**config.mk**
```make
export PLATFORM = sky130hd
export DESIGN_NAME = pc_unit_flat
export DESIGN_NICKNAME = d
export VERILOG_FILES = /design/src/rtl/pc_unit_pkg.sv /design/src/rtl/pc_unit_if.sv /design/src/rtl/pc_unit_ras.sv /design/src/rtl/pc_unit.sv /design/src/flat_wrapper.sv
export SDC_FILE = /design/constraint.sdc
export NUM_CORES = 1
export LEC_CHECK = 0
export CAP_MARGIN = 20
export CORE_ASPECT_RATIO = 0.6
export CORE_UTILIZATION = 40
export DETAILED_ROUTE_END_ITERATION = 10
export GPL_TIMING_DRIVEN = 1
export HOLD_SLACK_MARGIN = 0.03
export PLACE_DENSITY = 0.72
export SLEW_MARGIN = 5
export SYNTH_ARGS = -nofsm -noshare
export SYNTH_HDL_FRONTEND = slang
export SYNTH_SLANG_ARGS = --single-unit
export TNS_END_PERCENT = 30
```
**constraint.sdc**
```tcl
create_clock -name clk -period 3.4 [get_ports clk]
set_input_delay 0.85 -clock clk [delete_from_list [all_inputs] [get_ports clk]]
set_output_delay 0.85 -clock clk [all_outputs]
set_load 0.05 [all_outputs]
```
**src/rtl/pc_unit_pkg.sv**
```systemverilog
// Shared types for the KGP fetch-stage program counter: FSM states and next-PC select codes.
package kgp_pc_pkg;

  typedef enum logic {
    ST_RUN    = 1'b0,
    ST_HALTED = 1'b1
  } pc_state_e;

  typedef enum logic [2:0] {
    SEL_HOLD,
    SEL_INC,
    SEL_BR,
    SEL_JMP,
    SEL_RET
  } pc_sel_e;

  // Any selection that leaves the sequential stream flushes fetch/decode.
  function automatic logic is_transfer(pc_sel_e sel);
    return (sel == SEL_BR) || (sel == SEL_JMP) || (sel == SEL_RET);
  endfunction

endpackage

```
**src/rtl/pc_unit_if.sv**
```systemverilog
// Control/transfer bundle between the pipeline controller (master) and pc_unit (slave).
interface pc_unit_if #(
  parameter int PC_W  = 8,
  parameter int OFF_W = 8
) ();
  logic             stall;
  logic             halt_req;
  logic             resume;
  logic             jump_valid;
  logic [PC_W-1:0]  jump_target;
  logic             call;
  logic             ret;
  logic             branch_valid;
  logic [OFF_W-1:0] branch_offset;
  logic [PC_W-1:0]  pc;
  logic [PC_W-1:0]  link_addr;
  logic             redirect;
  logic             halted;
  logic             ras_overflow;
  logic             ras_underflow;

  modport master (
    output stall, halt_req, resume, jump_valid, jump_target, call, ret,
           branch_valid, branch_offset,
    input  pc, link_addr, redirect, halted, ras_overflow, ras_underflow
  );

  modport slave (
    input  stall, halt_req, resume, jump_valid, jump_target, call, ret,
           branch_valid, branch_offset,
    output pc, link_addr, redirect, halted, ras_overflow, ras_underflow
  );
endinterface

```
**src/rtl/pc_unit_ras.sv**
```systemverilog
// Circular return-address stack; a push while full overwrites the oldest entry.
module pc_ras #(
  parameter int PC_W  = 8,
  parameter int DEPTH = 4
) (
  input  logic            clk,
  input  logic            rst,
  input  logic            i_push,
  input  logic            i_pop,
  input  logic [PC_W-1:0] i_data,
  output logic [PC_W-1:0] o_top,
  output logic            o_empty,
  output logic            o_overflow,
  output logic            o_underflow
);
  localparam int AW = $clog2(DEPTH);

  logic [PC_W-1:0] r_mem [DEPTH];
  logic [AW-1:0]   r_ptr;
  logic [AW:0]     r_cnt;
  logic            r_ovf;
  logic            r_unf;
  logic            w_full;
  logic [AW-1:0]   w_top_idx;

  assign w_full    = (r_cnt == (AW+1)'(DEPTH));
  assign o_empty   = (r_cnt == '0);
  assign w_top_idx = r_ptr - AW'(1);
  assign o_top     = r_mem[w_top_idx];
  assign o_overflow  = r_ovf;
  assign o_underflow = r_unf;

  // r_ptr is the next write slot; when full it also points at the oldest entry.
  always_ff @(posedge clk) begin
    if (rst) begin
      r_ptr <= '0;
      r_cnt <= '0;
      r_ovf <= 1'b0;
      r_unf <= 1'b0;
    end else if (i_push) begin
      r_ptr <= r_ptr + AW'(1);
      if (w_full) r_ovf <= 1'b1;
      else        r_cnt <= r_cnt + (AW+1)'(1);
    end else if (i_pop) begin
      if (o_empty) begin
        r_unf <= 1'b1;
      end else begin
        r_ptr <= w_top_idx;
        r_cnt <= r_cnt - (AW+1)'(1);
      end
    end
  end

  always_ff @(posedge clk) begin
    if (i_push) r_mem[r_ptr] <= i_data;
  end

endmodule

```
**src/rtl/pc_unit.sv**
```systemverilog
// KGP fetch program counter: next-PC select, RUN/HALTED FSM, redirect pulse.
// Build with PC_RAS_EN defined to add a hardware return-address stack (pc_ras).
module pc_unit
  import kgp_pc_pkg::*;
#(
  parameter int PC_W      = 8,
  parameter int OFF_W     = 8,
  parameter int STEP      = 1,
  parameter int RESET_VEC = 0,
  parameter int RAS_DEPTH = 4
) (
  input  logic       clk,
  input  logic       rst,
  pc_unit_if.slave   bus
);

  if (OFF_W > PC_W || RAS_DEPTH < 2 || (RAS_DEPTH & (RAS_DEPTH - 1)) != 0) begin : g_param_err
    $error("pc_unit: illegal parameter combination");
  end

  logic [PC_W-1:0]         r_pc;
  logic [PC_W-1:0]         r_link;
  logic                    r_redirect;
  pc_state_e               r_state;
  pc_state_e               w_state_nxt;
  pc_sel_e                 w_sel;
  logic [PC_W-1:0]         w_pc_nxt;
  logic [PC_W-1:0]         w_pc_inc;
  logic [PC_W-1:0]         w_br_tgt;
  logic [PC_W-1:0]         w_ret_tgt;
  logic signed [OFF_W-1:0] w_off;
  logic signed [PC_W-1:0]  w_off_ext;
  logic                    w_ras_empty;

  assign w_off     = bus.branch_offset;
  assign w_off_ext = PC_W'(w_off);
  assign w_pc_inc  = r_pc + PC_W'(STEP);
  assign w_br_tgt  = r_pc + w_off_ext;

`ifdef PC_RAS_EN
  logic w_push;
  logic w_pop;

  // A ret in the same cycle outranks the call, so the push is dropped there.
  assign w_push = (w_sel == SEL_JMP) && bus.call;
  assign w_pop  = (r_state == ST_RUN) && !bus.halt_req && bus.ret;

  pc_ras #(
    .PC_W  (PC_W),
    .DEPTH (RAS_DEPTH)
  ) u_ras (
    .clk         (clk),
    .rst         (rst),
    .i_push      (w_push),
    .i_pop       (w_pop),
    .i_data      (w_pc_inc),
    .o_top       (w_ret_tgt),
    .o_empty     (w_ras_empty),
    .o_overflow  (bus.ras_overflow),
    .o_underflow (bus.ras_underflow)
  );
`else
  assign w_ras_empty       = 1'b0;
  assign w_ret_tgt         = r_link;
  assign bus.ras_overflow  = 1'b0;
  assign bus.ras_underflow = 1'b0;
`endif

  always_comb begin
    w_sel       = SEL_INC;
    w_state_nxt = r_state;
    w_pc_nxt    = r_pc;
    case (r_state)
      ST_RUN: begin
        if (bus.halt_req) begin
          w_sel       = SEL_HOLD;
          w_state_nxt = ST_HALTED;
        end else if (bus.ret) begin
          w_sel = w_ras_empty ? SEL_INC : SEL_RET;
        end else if (bus.jump_valid) begin
          w_sel = SEL_JMP;
        end else if (bus.branch_valid) begin
          w_sel = SEL_BR;
        end else if (bus.stall) begin
          w_sel = SEL_HOLD;
        end
      end
      default: begin
        w_sel = SEL_HOLD;
        if (bus.resume && !bus.halt_req) w_state_nxt = ST_RUN;
      end
    endcase
    case (w_sel)
      SEL_INC: w_pc_nxt = w_pc_inc;
      SEL_BR:  w_pc_nxt = w_br_tgt;
      SEL_JMP: w_pc_nxt = bus.jump_target;
      SEL_RET: w_pc_nxt = w_ret_tgt;
      default: w_pc_nxt = r_pc;
    endcase
  end

  always_ff @(posedge clk) begin
    if (rst) begin
      r_pc       <= PC_W'(RESET_VEC);
      r_link     <= '0;
      r_redirect <= 1'b0;
      r_state    <= ST_RUN;
    end else begin
      r_pc       <= w_pc_nxt;
      r_state    <= w_state_nxt;
      r_redirect <= is_transfer(w_sel);
      if ((w_sel == SEL_JMP) && bus.call) r_link <= w_pc_inc;
    end
  end

  assign bus.pc        = r_pc;
  assign bus.link_addr = r_link;
  assign bus.redirect  = r_redirect;
  assign bus.halted    = (r_state == ST_HALTED);

endmodule
```
**src/flat_wrapper.sv**
```systemverilog
// flat-port wrapper written by rule: the top's interface ports become plain ports
module pc_unit_flat import kgp_pc_pkg::*;
#(
  parameter int PC_W      = 8,
  parameter int OFF_W     = 8,
  parameter int STEP      = 1,
  parameter int RESET_VEC = 0,
  parameter int RAS_DEPTH = 4
)
  (clk, rst, bus_stall, bus_halt_req, bus_resume, bus_jump_valid, bus_jump_target, bus_call, bus_ret, bus_branch_valid, bus_branch_offset, bus_pc, bus_link_addr, bus_redirect, bus_halted, bus_ras_overflow, bus_ras_underflow);
  pc_unit_if #(.PC_W(PC_W), .OFF_W(OFF_W)) bus_i ();
  input  logic clk;
  input  logic rst;
  input wire logic [$bits(bus_i.stall)-1:0] bus_stall;
  input wire logic [$bits(bus_i.halt_req)-1:0] bus_halt_req;
  input wire logic [$bits(bus_i.resume)-1:0] bus_resume;
  input wire logic [$bits(bus_i.jump_valid)-1:0] bus_jump_valid;
  input wire logic [$bits(bus_i.jump_target)-1:0] bus_jump_target;
  input wire logic [$bits(bus_i.call)-1:0] bus_call;
  input wire logic [$bits(bus_i.ret)-1:0] bus_ret;
  input wire logic [$bits(bus_i.branch_valid)-1:0] bus_branch_valid;
  input wire logic [$bits(bus_i.branch_offset)-1:0] bus_branch_offset;
  output wire logic [$bits(bus_i.pc)-1:0] bus_pc;
  output wire logic [$bits(bus_i.link_addr)-1:0] bus_link_addr;
  output wire logic [$bits(bus_i.redirect)-1:0] bus_redirect;
  output wire logic [$bits(bus_i.halted)-1:0] bus_halted;
  output wire logic [$bits(bus_i.ras_overflow)-1:0] bus_ras_overflow;
  output wire logic [$bits(bus_i.ras_underflow)-1:0] bus_ras_underflow;
  assign bus_i.stall = bus_stall;
  assign bus_i.halt_req = bus_halt_req;
  assign bus_i.resume = bus_resume;
  assign bus_i.jump_valid = bus_jump_valid;
  assign bus_i.jump_target = bus_jump_target;
  assign bus_i.call = bus_call;
  assign bus_i.ret = bus_ret;
  assign bus_i.branch_valid = bus_branch_valid;
  assign bus_i.branch_offset = bus_branch_offset;
  assign bus_pc = bus_i.pc;
  assign bus_link_addr = bus_i.link_addr;
  assign bus_redirect = bus_i.redirect;
  assign bus_halted = bus_i.halted;
  assign bus_ras_overflow = bus_i.ras_overflow;
  assign bus_ras_underflow = bus_i.ras_underflow;
  pc_unit #(.PC_W(PC_W), .OFF_W(OFF_W), .STEP(STEP), .RESET_VEC(RESET_VEC), .RAS_DEPTH(RAS_DEPTH)) u_core (.clk(clk), .rst(rst), .bus(bus_i));
endmodule
```
After elaboration in Yosys (flattened, before gate mapping). Index checks and enable logic that the tools add are counted.

Register bits after elaboration: 18. Latch bits: 0. RAM bits: 0. ROM bits: 0. Input bits: 25. Output and inout bits: 20. Logic and storage cells: 26. Memories kept: 0.

Add/subtract/negate cells: 2. Multipliers: 0. Divide/modulo/power cells: 0. $lt $le $gt $ge: 0. Equality and inequality tests: 4. Shift operators: 0. Mux-type cells: 10. Bitwise operators: 0. Reduce and logical (&&, ||, !) cells: 6.

Operators by type and width (count): one-hot mux 8 bit (4 select lines) (1); two-way mux 3 bit (5); adder 8 x 1 -> 8 bit, second input constant (1); adder 8 bit (1); equality test 3 x 2 -> 1 bit, second input constant (2); two-way mux 1 bit (4); nonzero test 4 bit (1); equality test 3 x 1 -> 1 bit, second input constant (1); equality test 3 bit, second input constant (1); logical AND 1 bit (2); logical OR 1 bit (2); logical NOT 1 bit (1).

Logic depth before layout (Yosys ltp). Gate-level depths: netlist of run 1.

Depth in word-level cells: 9. Mapped depth: 7. Mapped depth without buffers: 7.

Worst setup path after synthesis of run 1. No wires, ideal clock.

Path kind: in2reg. Start: input port bus_branch_offset[0]. End: register u_core.r_pc[6] (netlist: u_core.bus.pc[6]). Setup time: 86 ps. Arrival time: 2408 ps. Required time: 3314 ps. Slack: 905 ps. Stages on the path: 7. Path buffers: 0. Cells stage by stage: ha_1 > fa_1 > a21oi_1 > o21ai_0 > a2111oi_2 > a41oi_1 > a221oi_2.

Longest elaborated chain between the ends: 2.

Ends and longest elaborated chain: start, declared (line flat_wrapper.sv:22) `input wire logic [$bits(bus_i.branch_offset)-1:0] bus_branch_offset;`; adder 8 bit (line pc_unit.sv:38) `assign w_br_tgt = r_pc + w_off_ext;`; one-hot mux 8 bit (4 select lines) (line pc_unit.sv:93) `case (w_sel)`; end signal, assigned (line pc_unit.sv:104) `r_pc <= PC_W'(RESET_VEC);`; end signal, assigned (line pc_unit.sv:109) `r_pc <= w_pc_nxt;`; end, declared (line pc_unit.sv:21) `logic [PC_W-1:0] r_pc;`.

No other way between the ends. A chain may end at the register's enable or synchronous reset.

Worst setup path in the final report of run 1. Same ends and word-level chain as after synthesis.

==> impl_metrics.toml, run 1 <==
[cts]
cts_tree = "built"
cts_resized = 0
clock_path_buffers = 2
holdBufCountCts = 0
cts_setup_buffers = 0
cts_max_level = 1
cts.clk_slew.worst_paths_ps = 80
insertion_delay_ps = 260
cts_sinks = 18
cts_inserted_buffers = 3
clock-root-buffer = "clkbuf_8"

[route]
first_pass_iters = 4
viasPerCell = 5.73
route.detailed.drc = 0
drt-total-wl_mm = 3.70
drtIter0Drc = 76
num_vias = 1324
wl_per_cell_um = 16.0
antenna_left = 0

[timing]
finalHoldViolCount = 0
fin_crit_sh = 0.837
skew_ps = 1.73
slew_headroom = 0.503
slew_viol_final = 0
setup_viol = 0
grt_setup_unrepaired = "false"
clock.fmax_ghz = 0.351
fin_crit_ps = 2850
final.setup.tns_ps = 0
tightest_slew_ps = 743

[grt]
grt_start_max_net_pins = 19
grt_pass1_vias = 1237
grt_overflow_total = 0
grt_pass1_wl_mm = 6.03
grt_antenna_before_repair = 0
grt_util_all_layers = 0.221

[final_layout]
final_layout_size_suffix_gt1_frac = 0.101
multiInputGateArea_um2 = 903
syn_to_final_growth_pct = 35.7
fill_cells = 262
antenna_cells = 0
seq_area_um2 = 360
finalNetCount = 224

[synth]
synth_seq_cells = 18
synth_warnings = 0
synth_edf_count = 0
synthArstFlopShare = 0
yosysMostFrequentCell = "dfxtp_1"
seq_area_frac_synth = 0.269
yosysTopAreaCell = "dfxtp_1"
synthCells = 149
yosys_most_used_dff = "dfxtp_1"
netlist.area_leader.share = 0.269
synth_area_mm2 = 0.00134
avgSynthCellArea_um2 = 8.99
yosys-top-cells-area = "dfxtp_1, a221oi_1, ha_1"
synth_commonest_cells = "dfxtp_1, a221oi_1, nand2_1, xor2_1, ha_1"
yosys.cell_types.count = 43

[power_and_ir_drop]
p_leak_nw = 0.663
p_per_area_mw_per_mm2 = 348
power_mw = 0.633
peakVddDrop_mv = 0.180

[worst_setup_path]
crit_chain = "clkdlybuf4s50_1 > ha_1 > fa_1 > a21oi_1 > o21ai_0 > a2111oi_2 > a41oi_1 > a221oi_2"
required_ps = 3570
start_kind = "input port"
path_class = "in2reg"
r2r_cells = 7
arrival_ps = 3020
rrSetupSlack_ps = 1080
critical-path-max-stage-delay_ps = 410
reg2reg_from = "u_core.bus.pc[0]"
cp_max_fo = 2
worstSetupEndpointType = "flop"
slowest_stage = "clkdlybuf4s50_1"
r2r_end = "u_core.bus.pc[6]"

[flow_run]
max_cap_viol_count = 0

[run_status]
outcome = "completed"

[min_path]
hold_depth = 2
worst_hold_path.endpoint = "u_core.bus.link_addr[1]"
hold_path.class = "reg2reg"
hold_start = "u_core.bus.link_addr[1]"

[floorplan]
die_h_um = 46.8
core_area_mm2 = 0.00302
start_util = 0.443
row_count = 15
die_w_um = 76.7
dieArea_mm2 = 0.00359
pin_count = 45

[place]
gp_congestion = 0.890
numPortBuffers = 42
dpl.hpwl_mm = 2.82
[how the worst max path moves through the flow]
| stage | startpoint | endpoint | slack [ps] | cells past startpoint |
|---|---|---|---|---|
| after floorplan | bus_branch_offset[0] | u_core.bus.pc[6] | 910 | 7 |
| final | bus_branch_offset[0] | u_core.bus.pc[6] | 550 | 8 |
| after detailed placement | bus_branch_offset[0] | u_core.bus.pc[6] | 300 | 8 |
| after global routing | bus_branch_offset[0] | u_core.bus.pc[6] | 420 | 8 |
| after global placement | bus_branch_offset[0] | u_core.bus.pc[6] | 360 | 8 |
| after CTS | bus_branch_offset[0] | u_core.bus.pc[6] | 560 | 8 |
[flip-flops by register name (all words and copies together) (netlist names)]
signal,count
u_core.bus.halted,1
u_core.bus.redirect,1
u_core.bus.pc,8
u_core.bus.link_addr,8
[power by group]
part	internal, mW	switching [mW]
registers	0.222	0.0198
logic	0.0874	0.116
clock network	0.103	0.0843
[layout by cell type (no fill, tap or decap), types with 3 or more instances in the layout]
cell type / Yosys / layout
nor2_2: 3 / 3
ha_1: 8 / 8
clkdlybuf4s50_1: 0 / 42
nor2_1: 7 / 7
a221oi_1: 14 / 14
nand3_1: 7 / 7
inv_1: 3 / 3
a211oi_2: 3 / 3
xor2_1: 9 / 9
clkbuf_8: 0 / 4
nand2_1: 14 / 14
a21o_1: 4 / 4
o21ai_0: 6 / 6
a211oi_1: 3 / 3
a21oi_1: 7 / 7
and3_1: 4 / 4
xnor2_1: 6 / 6
dfxtp_1: 18 / 18
[layout make-up]
| type | instances | share of cell area |
|---|---|---|
| Tap cell | 42 | 0.0289 |
| Timing Repair Buffer | 44 | 0.240 |
| Clock buffer | 4 | 0.0303 |
| Sequential cell | 18 | 0.198 |
| Inverter | 3 | 0.00619 |
| Multi-Input combinational cell | 120 | 0.497 |
[metrics by stage]
step	utilization	setup slack (ps)	hold WS, ps	cell area (um^2)	cells
global placement	0.583	359	465	1760	227
floorplan	-	905	682	1340	150
finish	0.602	555	489	1820	231
detailed placement	0.583	303	478	1760	227
global route	0.602	423	499	1820	231
CTS	0.602	558	490	1820	231
[metal layers]
layer / vias to the layer above / GRT usage / part of all wire
met5: - / 0 / 0
met4: 0 / 0.0500 / 0.0051
met3: 5 / 0.0524 / 0.073
met2: 61 / 0.389 / 0.45
met1: 619 / 0.283 / 0.48
li1: 639 / - / -
[critical path, delay by kind of cell]
kind                       cells  cell delay, ps
AOI/OAI and AO/OA              5            1140
buffers and inverters          1             410
adders and majority gates      2             610
[cells by family (layout without fill, tap and decap cells)]
group / Yosys count / count (layout) / synth area share
fa+ha+maj: 9 / 9 / 0.0896
compound gates: 46 / 46 / 0.273
mux: 1 / 1 / 0.00747
buf+inv: 12 / 51 / 0.0598
flops: 18 / 18 / 0.269
xor+xnor: 15 / 15 / 0.0980
simple gates: 47 / 47 / 0.201
other cells: 1 / 2 / 0.00280
Power figures use the tool's default switching activity.
==> inputs of run 2 (changes only) <==
==> constraint.sdc (replaced) <==
create_clock -name clk -period 2.8 [get_ports clk]
set_input_delay 0.7 -clock clk [delete_from_list [all_inputs] [get_ports clk]]
set_output_delay 0.7 -clock clk [all_outputs]
set_load 0.05 [all_outputs]
==> impl_metrics.toml, run 2 (synthesis results as in run 1) <==
[route]
drtIter0Drc = 90
wl_per_cell_um = 15.6
drt-total-wl_mm = 3.70
antenna_left = 0
first_pass_iters = 4
viasPerCell = 5.59
num_vias = 1331
route.detailed.drc = 0

[power_and_ir_drop]
peakVddDrop_mv = 0.196
power_mw = 0.773
p_per_area_mw_per_mm2 = 412
p_leak_nw = 0.700

[final_layout]
antenna_cells = 0
multiInputGateArea_um2 = 907
final_common_cell = "clkdlybuf4s50_1"
fill_cells = 276
layout_common_cells = "clkdlybuf4s50_1, dfxtp_1, nand2_1, a221oi_1"
seq_area_um2 = 360
fin_cells = 238
final_layout_size_suffix_gt1_frac = 0.138
finalNetCount = 231
syn_to_final_growth_pct = 39.9

[worst_setup_path]
critical-path-max-stage-delay_ps = 410
worstSetupEndpointType = "flop"
cp_max_fo = 2
crit_buf_inv = 1
start_kind = "input port"
r2r_end = "u_core.bus.pc[6]"
reg2reg_from = "u_core.bus.pc[0]"
slowest_stage = "clkdlybuf4s50_1"
arrival_ps = 2790
required_ps = 2970
r2r_cells = 7
cp_top_family = "compound AO/OA/AOI/OAI gates"
rrSetupSlack_ps = 600
path_class = "in2reg"
crit_chain = "clkdlybuf4s50_1 > ha_1 > fa_1 > a21oi_2 > o21ai_1 > a2111oi_2 > a41oi_1 > a221oi_2"

[cts]
cts_setup_buffers = 0
cts.clk_slew.worst_paths_ps = 70
holdBufCountCts = 0
cts_sinks = 18
cts_resized = 0
cts_max_level = 1
cts_inserted_buffers = 3
clock-root-buffer = "clkbuf_8"
clock_path_buffers = 2
insertion_delay_ps = 260
cts_tree = "built"

[flow_run]
max_cap_viol_count = 0

[min_path]
hold_depth = 2
hold_start = "u_core.bus.link_addr[5]"
worst_hold_path.endpoint = "u_core.bus.link_addr[5]"
hold_path.class = "reg2reg"

[floorplan]
dieArea_mm2 = 0.00359
core_area_mm2 = 0.00302
die_w_um = 76.7
row_count = 15
pin_count = 45
die_h_um = 46.8
start_util = 0.443

[place]
numPortBuffers = 42
gp_congestion = 0.903
place_inst = 234
dpl.hpwl_mm = 2.84
dp_slack_ps = -172

[timing]
fin_crit_sh = 0.936
slew_headroom = 0.483
tightest_slew_ps = 774
grt_setup_unrepaired = "false"
fin_crit_ps = 2620
clock.fmax_ghz = 0.381
setup_viol = 0
worst_slack_ps = 179
slew_viol_final = 0
skew_ps = 2.87
finalHoldViolCount = 0

[grt]
grt_pass1_vias = 1276
grt_start_max_net_pins = 19
grt_util_all_layers = 0.223
grt_antenna_before_repair = 0
grt_pass1_wl_mm = 6.05
grt_overflow_total = 0

[run_status]
outcome = "completed"
==> run 2: changes by cell type in the layout (fill, tap and decap cells not counted), sizes merged <==
cell	change
buf	+7
==> run 2: area by class of cell <==
type / count / area share
multi-input combinational: 120 / 0.484
timing repair buffer: 51 / 0.260
sequential: 18 / 0.192
clock buffer: 4 / 0.0294
tap: 42 / 0.0280
inverter: 3 / 0.00601
==> run 2: per-layer routing <==
layer,global-route usage,vias up,routed length (um)
li1,-,654,-
met1,0.308,623,1820
met2,0.357,52,1610
met3,0.0544,2,249
met4,0.0538,0,18
met5,0,-,0
==> run 2: worst max path at each step <==
stage                                     from          endpoint  slack [ps]  depth (start not counted)
after global placement    bus_branch_offset[0]  u_core.bus.pc[6]         -80                          8
after CTS                 bus_branch_offset[0]  u_core.bus.pc[6]          90                          8
after detailed placement  bus_branch_offset[0]  u_core.bus.pc[6]        -170                          8
after global routing      bus_branch_offset[0]  u_core.bus.pc[6]          10                          8
final                     bus_branch_offset[0]  u_core.bus.pc[6]         180                          8
after floorplan           bus_branch_offset[0]  u_core.bus.pc[6]         460                          7
==> run 2: worst register-to-register path, stage by stage (launching register included) <==
cell and delay (ps):
dfxtp_1 390, ha_1 260, fa_1 410, a21oi_2 200, o21ai_1 130, a2111oi_2 370, a41oi_1 100, a221oi_2 260
==> run 2: per-stage QoR <==
| step | utilization | hold WS, ps | TNS (ps) | cell area (um^2) |
|---|---|---|---|---|
| 6_report | 0.620 | 481 | 0 | 1870 |
| 2_1_floorplan | - | 682 | 0 | 1340 |
| 3_3_place_gp | 0.601 | 467 | -77.7 | 1820 |
| 3_5_place_dp | 0.601 | 470 | -172 | 1820 |
| 4_1_cts | 0.619 | 482 | 0 | 1870 |
| 5_1_grt | 0.620 | 517 | 0 | 1870 |
==> run 2: report_power, final <==
group | leakage [nW] | internal (mW) | switching (mW) | total, mW
combinational | 0.524 | 0.114 | 0.146 | 0.260
clock | 0.0288 | 0.125 | 0.0956 | 0.221
sequential | 0.147 | 0.270 | 0.0224 | 0.292
total | 0.700 | 0.509 | 0.264 | 0.773
